===== src/rtl/biquad_cascade.sv =====
// Cascade of Direct-Form-I biquads sharing one multiply-accumulate, one product per clock.
// Coefficients are double-buffered (shadow written by software, active used by the datapath).
module biquad_cascade #(
  parameter int DATA_WIDTH = 16,
  parameter int COEF_WIDTH = 16,
  parameter int COEF_FRAC  = 14,
  parameter int NUM_STAGES = 2,
  parameter int GUARD_BITS = 4,
  localparam int NUM_COEF  = 5 * NUM_STAGES,
  localparam int ADDR_W    = $clog2(NUM_COEF)
) (
  input  logic                  CLK,
  input  logic                  RST,
  input  logic                  in_valid,
  output logic                  in_ready,
  input  logic [DATA_WIDTH-1:0] in_data,
  output logic                  out_valid,
  input  logic                  out_ready,
  output logic [DATA_WIDTH-1:0] out_data,
  input  logic                  cfg_we,
  input  logic [ADDR_W-1:0]     cfg_addr,
  input  logic [COEF_WIDTH-1:0] cfg_data,
  input  logic                  cfg_commit,
  input  logic [NUM_STAGES-1:0] bypass,
  input  logic                  clear_state,
  output logic                  sat_flag,
  output logic                  busy
);

  localparam int ACC_W  = DATA_WIDTH + COEF_WIDTH + GUARD_BITS;
  localparam int PROD_W = DATA_WIDTH + COEF_WIDTH;
  localparam int K_W    = (NUM_STAGES > 1) ? $clog2(NUM_STAGES) : 1;

  localparam logic [1:0] S_IDLE = 2'd0;
  localparam logic [1:0] S_MAC  = 2'd1;
  localparam logic [1:0] S_UPD  = 2'd2;
  localparam logic [1:0] S_OUT  = 2'd3;

  typedef logic signed [DATA_WIDTH-1:0] sample_t;
  typedef logic signed [COEF_WIDTH-1:0] coef_t;
  typedef logic signed [ACC_W-1:0]      acc_t;

  localparam coef_t   UNITY = {{(COEF_WIDTH-COEF_FRAC-1){1'b0}}, 1'b1, {COEF_FRAC{1'b0}}};
  localparam acc_t    RND   = {{(ACC_W-COEF_FRAC){1'b0}}, 1'b1, {(COEF_FRAC-1){1'b0}}};
  localparam acc_t    SAT_MAX = {{(ACC_W-DATA_WIDTH+1){1'b0}}, {(DATA_WIDTH-1){1'b1}}};
  localparam acc_t    SAT_MIN = ~SAT_MAX;
  localparam sample_t D_MAX = {1'b0, {(DATA_WIDTH-1){1'b1}}};
  localparam sample_t D_MIN = {1'b1, {(DATA_WIDTH-1){1'b0}}};

  logic [1:0]     state_q, state_d;
  logic [K_W-1:0] k_q, k_d;
  logic [2:0]     t_q, t_d;
  acc_t           acc_q, acc_d;
  sample_t        cur_x_q, cur_x_d;
  sample_t        out_data_q, out_data_d;
  logic           sat_q, sat_d;
  logic           commit_pend_q, commit_pend_d;
  logic           clear_pend_q, clear_pend_d;

  coef_t   shadow_q [NUM_COEF];
  coef_t   shadow_d [NUM_COEF];
  coef_t   active_q [NUM_COEF];
  coef_t   active_d [NUM_COEF];
  sample_t x1_q [NUM_STAGES];
  sample_t x1_d [NUM_STAGES];
  sample_t x2_q [NUM_STAGES];
  sample_t x2_d [NUM_STAGES];
  sample_t y1_q [NUM_STAGES];
  sample_t y1_d [NUM_STAGES];
  sample_t y2_q [NUM_STAGES];
  sample_t y2_d [NUM_STAGES];

  logic [ADDR_W-1:0]        coef_idx;
  coef_t                    coef;
  sample_t                  opnd;
  logic signed [PROD_W-1:0] prod;
  acc_t                     prod_ext;
  acc_t                     rnd_sum;
  acc_t                     rnd_shift;
  sample_t                  upd_r;
  logic                     upd_clip;
  sample_t                  stage_out;
  logic                     do_commit;
  logic                     do_clear;

  // Tap t of stage k selects coefficient k*5+t and the matching history operand.
  always_comb begin : datapath
    coef_idx = ADDR_W'(32'(k_q) * 32'd5 + 32'(t_q));
    coef     = active_q[coef_idx];
    case (t_q)
      3'd0:    opnd = cur_x_q;
      3'd1:    opnd = x1_q[k_q];
      3'd2:    opnd = x2_q[k_q];
      3'd3:    opnd = y1_q[k_q];
      default: opnd = y2_q[k_q];
    endcase
    prod      = PROD_W'(opnd) * PROD_W'(coef);
    prod_ext  = ACC_W'(prod);
    rnd_sum   = acc_q + RND;
    rnd_shift = rnd_sum >>> COEF_FRAC;
    upd_clip  = (rnd_shift > SAT_MAX) || (rnd_shift < SAT_MIN);
    if (rnd_shift > SAT_MAX) begin
      upd_r = D_MAX;
    end else if (rnd_shift < SAT_MIN) begin
      upd_r = D_MIN;
    end else begin
      upd_r = rnd_shift[DATA_WIDTH-1:0];
    end
    stage_out = bypass[k_q] ? cur_x_q : upd_r;
  end

  // NOTE: every variable gets a default at the top of the block so no path infers a latch.
  always_comb begin : control
    state_d       = state_q;
    k_d           = k_q;
    t_d           = t_q;
    acc_d         = acc_q;
    cur_x_d       = cur_x_q;
    out_data_d    = out_data_q;
    sat_d         = sat_q;
    commit_pend_d = 1'b0;
    clear_pend_d  = 1'b0;
    shadow_d      = shadow_q;
    active_d      = active_q;
    x1_d          = x1_q;
    x2_d          = x2_q;
    y1_d          = y1_q;
    y2_d          = y2_q;
    do_commit     = 1'b0;
    do_clear      = 1'b0;

    if (cfg_we && (cfg_addr < ADDR_W'(NUM_COEF))) begin
      shadow_d[cfg_addr] = cfg_data;
    end

    case (state_q)
      S_IDLE: begin
        do_commit = cfg_commit;
        do_clear  = clear_state;
        if (in_valid) begin
          cur_x_d = in_data;
          k_d     = '0;
          t_d     = '0;
          acc_d   = '0;
          state_d = S_MAC;
        end
      end
      S_MAC: begin
        acc_d = (t_q < 3'd3) ? acc_q + prod_ext : acc_q - prod_ext;
        if (t_q == 3'd4) begin
          state_d = S_UPD;
        end else begin
          t_d = t_q + 3'd1;
        end
      end
      S_UPD: begin
        if (!bypass[k_q]) begin
          x2_d[k_q] = x1_q[k_q];
          x1_d[k_q] = cur_x_q;
          y2_d[k_q] = y1_q[k_q];
          y1_d[k_q] = upd_r;
          if (upd_clip) sat_d = 1'b1;
        end
        cur_x_d = stage_out;
        acc_d   = '0;
        t_d     = '0;
        if (k_q == K_W'(NUM_STAGES - 1)) begin
          out_data_d = stage_out;
          state_d    = S_OUT;
        end else begin
          k_d     = k_q + K_W'(1);
          state_d = S_MAC;
        end
      end
      default: begin
        if (out_ready) begin
          state_d   = S_IDLE;
          do_commit = cfg_commit | commit_pend_q;
          do_clear  = clear_state | clear_pend_q;
        end
      end
    endcase

    // Requests made while a sample is in flight wait for the edge that returns to IDLE.
    if ((state_q != S_IDLE) && (state_d != S_IDLE)) begin
      commit_pend_d = commit_pend_q | cfg_commit;
      clear_pend_d  = clear_pend_q | clear_state;
    end

    if (do_commit) active_d = shadow_d;
    if (do_clear) begin
      for (int i = 0; i < NUM_STAGES; i++) begin
        x1_d[i] = '0;
        x2_d[i] = '0;
        y1_d[i] = '0;
        y2_d[i] = '0;
      end
      sat_d = 1'b0;
    end
  end

  // NOTE: the coefficient banks and history are small register arrays and must come out of
  // reset at known values (unity passthrough, zero history), so they are reset like any flop.
  always_ff @(posedge CLK or negedge RST) begin
    if (!RST) begin
      state_q       <= S_IDLE;
      k_q           <= '0;
      t_q           <= '0;
      acc_q         <= '0;
      cur_x_q       <= '0;
      out_data_q    <= '0;
      sat_q         <= 1'b0;
      commit_pend_q <= 1'b0;
      clear_pend_q  <= 1'b0;
      for (int i = 0; i < NUM_COEF; i++) begin
        shadow_q[i] <= ((i % 5) == 0) ? UNITY : '0;
        active_q[i] <= ((i % 5) == 0) ? UNITY : '0;
      end
      for (int i = 0; i < NUM_STAGES; i++) begin
        x1_q[i] <= '0;
        x2_q[i] <= '0;
        y1_q[i] <= '0;
        y2_q[i] <= '0;
      end
    end else begin
      // NOTE: state registers use non-blocking assignments; all next-state math is blocking in always_comb.
      state_q       <= state_d;
      k_q           <= k_d;
      t_q           <= t_d;
      acc_q         <= acc_d;
      cur_x_q       <= cur_x_d;
      out_data_q    <= out_data_d;
      sat_q         <= sat_d;
      commit_pend_q <= commit_pend_d;
      clear_pend_q  <= clear_pend_d;
      shadow_q      <= shadow_d;
      active_q      <= active_d;
      x1_q          <= x1_d;
      x2_q          <= x2_d;
      y1_q          <= y1_d;
      y2_q          <= y2_d;
    end
  end

  assign in_ready  = (state_q == S_IDLE);
  assign busy      = (state_q != S_IDLE);
  assign out_valid = (state_q == S_OUT);
  assign out_data  = out_data_q;
  assign sat_flag  = sat_q;

endmodule

===== config.mk =====
export PLATFORM = sky130hd
export DESIGN_NAME = biquad_cascade
export DESIGN_NICKNAME = d
export VERILOG_FILES = /design/src/rtl/biquad_cascade.sv
export SDC_FILE = /design/constraint.sdc
export NUM_CORES = 2
export LEC_CHECK = 0
export BUFFER_PORTS_ARGS = -buffer_cell sky130_fd_sc_hd__buf_2
export CELL_PAD_IN_SITES_DETAIL_PLACEMENT = 1
export CELL_PAD_IN_SITES_GLOBAL_PLACEMENT = 1
export CORE_UTILIZATION = 40
export CTS_BUF_LIST = sky130_fd_sc_hd__clkbuf_8
export CTS_CLUSTER_DIAMETER = 30
export DETAILED_ROUTE_END_ITERATION = 16
export PLACE_DENSITY = 0.65
export SETUP_SLACK_MARGIN = 0.15
export SLEW_MARGIN = 20
export SYNTH_ARGS = -nofsm -noshare
export SYNTH_HDL_FRONTEND = slang
export SYNTH_SLANG_ARGS = --single-unit

===== constraint.sdc =====
create_clock -name CLK -period 11.8 [get_ports CLK]
set_clock_uncertainty 0.2 [all_clocks]
set_input_delay 2.36 -clock CLK [delete_from_list [all_inputs] [get_ports CLK]]
set_output_delay 2.36 -clock CLK [all_outputs]
set_load 0.005 [all_outputs]

==> qor.txt <==
HPWL after detailed placement: 74790 µm
CORE AREA: 88370 µm²
CTS tree: built
Tcrit/Tclk final: 0.9425
Mapped Area: 35720 µm²
Critical path endpoint category: flop
CTS root buf: clkbuf_8
Final hold vios: 0
Vias per inst: 5.443
Main flop type after synthesis: dfrtp_1
Num CTS Buffers: 132
Yosys warning count: 0
Antenna-violating nets left: 0
Placed Instances: 4542
Layout cells sized above 1: 0.2342
Initial Util: 0.4042
R2R setup slack: 0.68 ns
Antenna violations before repair: 2
Ports: 65
DIE HEIGHT: 300.9 µm
Die Wd: 300.9 µm
CP arrival: 11.56 ns
Min Tclk post-route: 11.12 ns
Syn_area_per_cell: 10.49 µm²
Nets: 3952
Area taken by multi-input logic gates: 20910 µm²
WL/cell: 21.98 µm
Hold Crit Depth: 2
Vias in the first global route: 29280
Most used cell, CP: fa_1
Most frequent cells in the layout: dfrtp_1 (520), nand2_1 (394), mux2_2 (352)
Simple-gate portion of the synthesized area: 0.1108
Gp weighted congestion: 0.8580
WP data required: 12.24 ns
Max H-tree Level: 4
Residual DRC: 0
Count of pins over their slew limit: 0
Final Util: 0.4616
Syn Nets: 3842
Fmax: 0.08992 GHz
Outcome: complete, no violations
Setup Total Neg Slack: 0 ns
Fraction of registers with async set/reset: 1.000
Die footprint: 90510 µm²
First-pass DRT Iterations: 5
First-pass GRT wire length: 168700 µm
Largest family of logic cells by synthesized area: adder cells
Multiplexer share of the synthesized area: 0.1489
Complex-gate fraction of the synthesized area: 0.1001
Worst path max stage delay: 0.54 ns
Clock-pin slew on the worst setup and hold paths: 0.05 ns
Number of flops mapped to enable cells by yosys: 0
1st-iter DRT viols: 1350
Post-Synth Adder-Cell Area: 0.1919
Setup crit start kind: flop
# rows: 109
Fill cell count: 9673
Sequential area share after synthesis: 0.3679
Slew @ Worst Pin: 1.119 ns
Crit-path slowest cell: fa_1
Port-buffer cells: 64
Global Route Usage Sum: 0.2411
Xor/xnor cell area share of the yosys netlist: 0.02693
Hold crit path type: reg -> reg
Final WL: 105200 µm
RSZ-0062 raised after global routing: no
Worst-case reg-to-reg path depth: 38
Post-Syn Instances: 3407
Commonest non-fill, non-tap cell in the layout: dfrtp_1
Layout area overhead: 14.18%
Crit-path max FO: 11
Register Area: 13150 µm²
Distinct cells, synth: 81
Setup violators final: 0
Layout Cells excl Fill: 4784
Worst skew pair latency: 0.78 ns
Clock Sinks: 525
GR Overflow Total: 0
Pin count of the biggest net entering global routing: 194
Via count: 26040
CTS Buffer Depth: 3
Max transition margin: 0.2543
Max Cap Viol: 0
FF+latch count, synth: 525
Worst Setup Path Type: reg -> reg
==> synthesized netlist by cell type, types with 22 or more instances <==
library cell	n	area [µm²]
a21o_1	32	240.2
a21oi_1	79	395.4
clkbuf_1	150	563.0
dfrtp_1	521	13040
fa_1	263	5265
ha_1	127	1589
inv_1	320	1201
mux2_2	352	3964
mux2i_1	60	600.6
mux4_2	32	720.7
nand2_1	394	1479
nand2b_1	53	331.6
nand3_1	51	255.2
nor2_1	206	773.2
nor2b_1	59	369.1
nor3_1	26	130.1
o21a_1	35	262.8
o21ai_0	203	1016
o22ai_1	48	300.3
or2_2	22	137.6
xnor2_1	62	543.0
xor2_1	46	402.9
==> final timing paths <==
kind / from / to
max: t_q[0] / acc_q[35]
min: out_data[6] / out_data[6]
max reg2reg: t_q[0] / acc_q[35]
min reg2reg: out_data[6] / out_data[6]
max in group asynchronous: RST / shadow_q[101]
min in group asynchronous: RST / y2_q[0]
==> per-layer routing <==
metal / global-route usage / part of all wire / routed length (µm)
met1: 0.3175 / 0.45 / 47020
met2: 0.4048 / 0.49 / 51670
met3: 0.03730 / 0.036 / 3759
met4: 0.08049 / 0.026 / 2716
met5: 0 / 0.00012 / 13
==> logic make-up after synthesis <==
kind of cell / after synthesis
DFF: 525
adders and majority gates: 390
AOI/OAI and AO/OA: 554
xor gates and xnor gates: 109
and+or+nand+nor: 879
muxes: 447
buffers and inverters: 503
==> through the flow <==
| step | setup WS [ns] | hold slack, ns | area, µm² |
|---|---|---|---|
| finish | 0.6789 | 0.2806 | 40790 |
| global route | 0.1277 | 0.3015 | 40790 |
| CTS | 0.2776 | 0.2771 | 40640 |
| detailed placement | -0.07710 | 0.2658 | 37680 |
| global placement | 0.04297 | 0.2583 | 37680 |
| floorplan | 1.112 | 0.2506 | 35720 |
==> worst max-delay path: cells and delay by family (launching register included) <==
family,cells,cell delay (ns)
flops,1,0.47
compound gates,13,2.93
xor+xnor,2,0.63
buf+inv,6,0.64
simple gates,6,1.23
mux,2,0.79
fa+ha+maj,9,4.06
==> sequential cells by signal, indices dropped and copies added (netlist names), 16 cells and up <==
signal    flops
y1_q         32
y2_q         32
x1_q         32
out_data     16
acc_q        36
cur_x_q      16
x2_q         32
shadow_q    160
active_q    160
==> layout make-up <==
type                    instances  share of cell area
inverters                     321             0.02954
clock inverters                65             0.01518
flip-flops and latches        525              0.3223
diodes                          2           0.0001227
multi-input cells            2380              0.5126
repair buffers                157             0.02751
clock buffers                 169             0.05702
well taps                    1165             0.03574
==> what timing repair did <==
item	CTS	global route
hold buffers	0	0
gates resized for setup	3	17
setup buffers	0	4
endpoints found under the setup margin	6	9
gates cloned	0	1
pin swaps	0	5
Power is not shown: default switching activity piles up to over one toggle a cycle in this logic, so the estimate is an artifact.
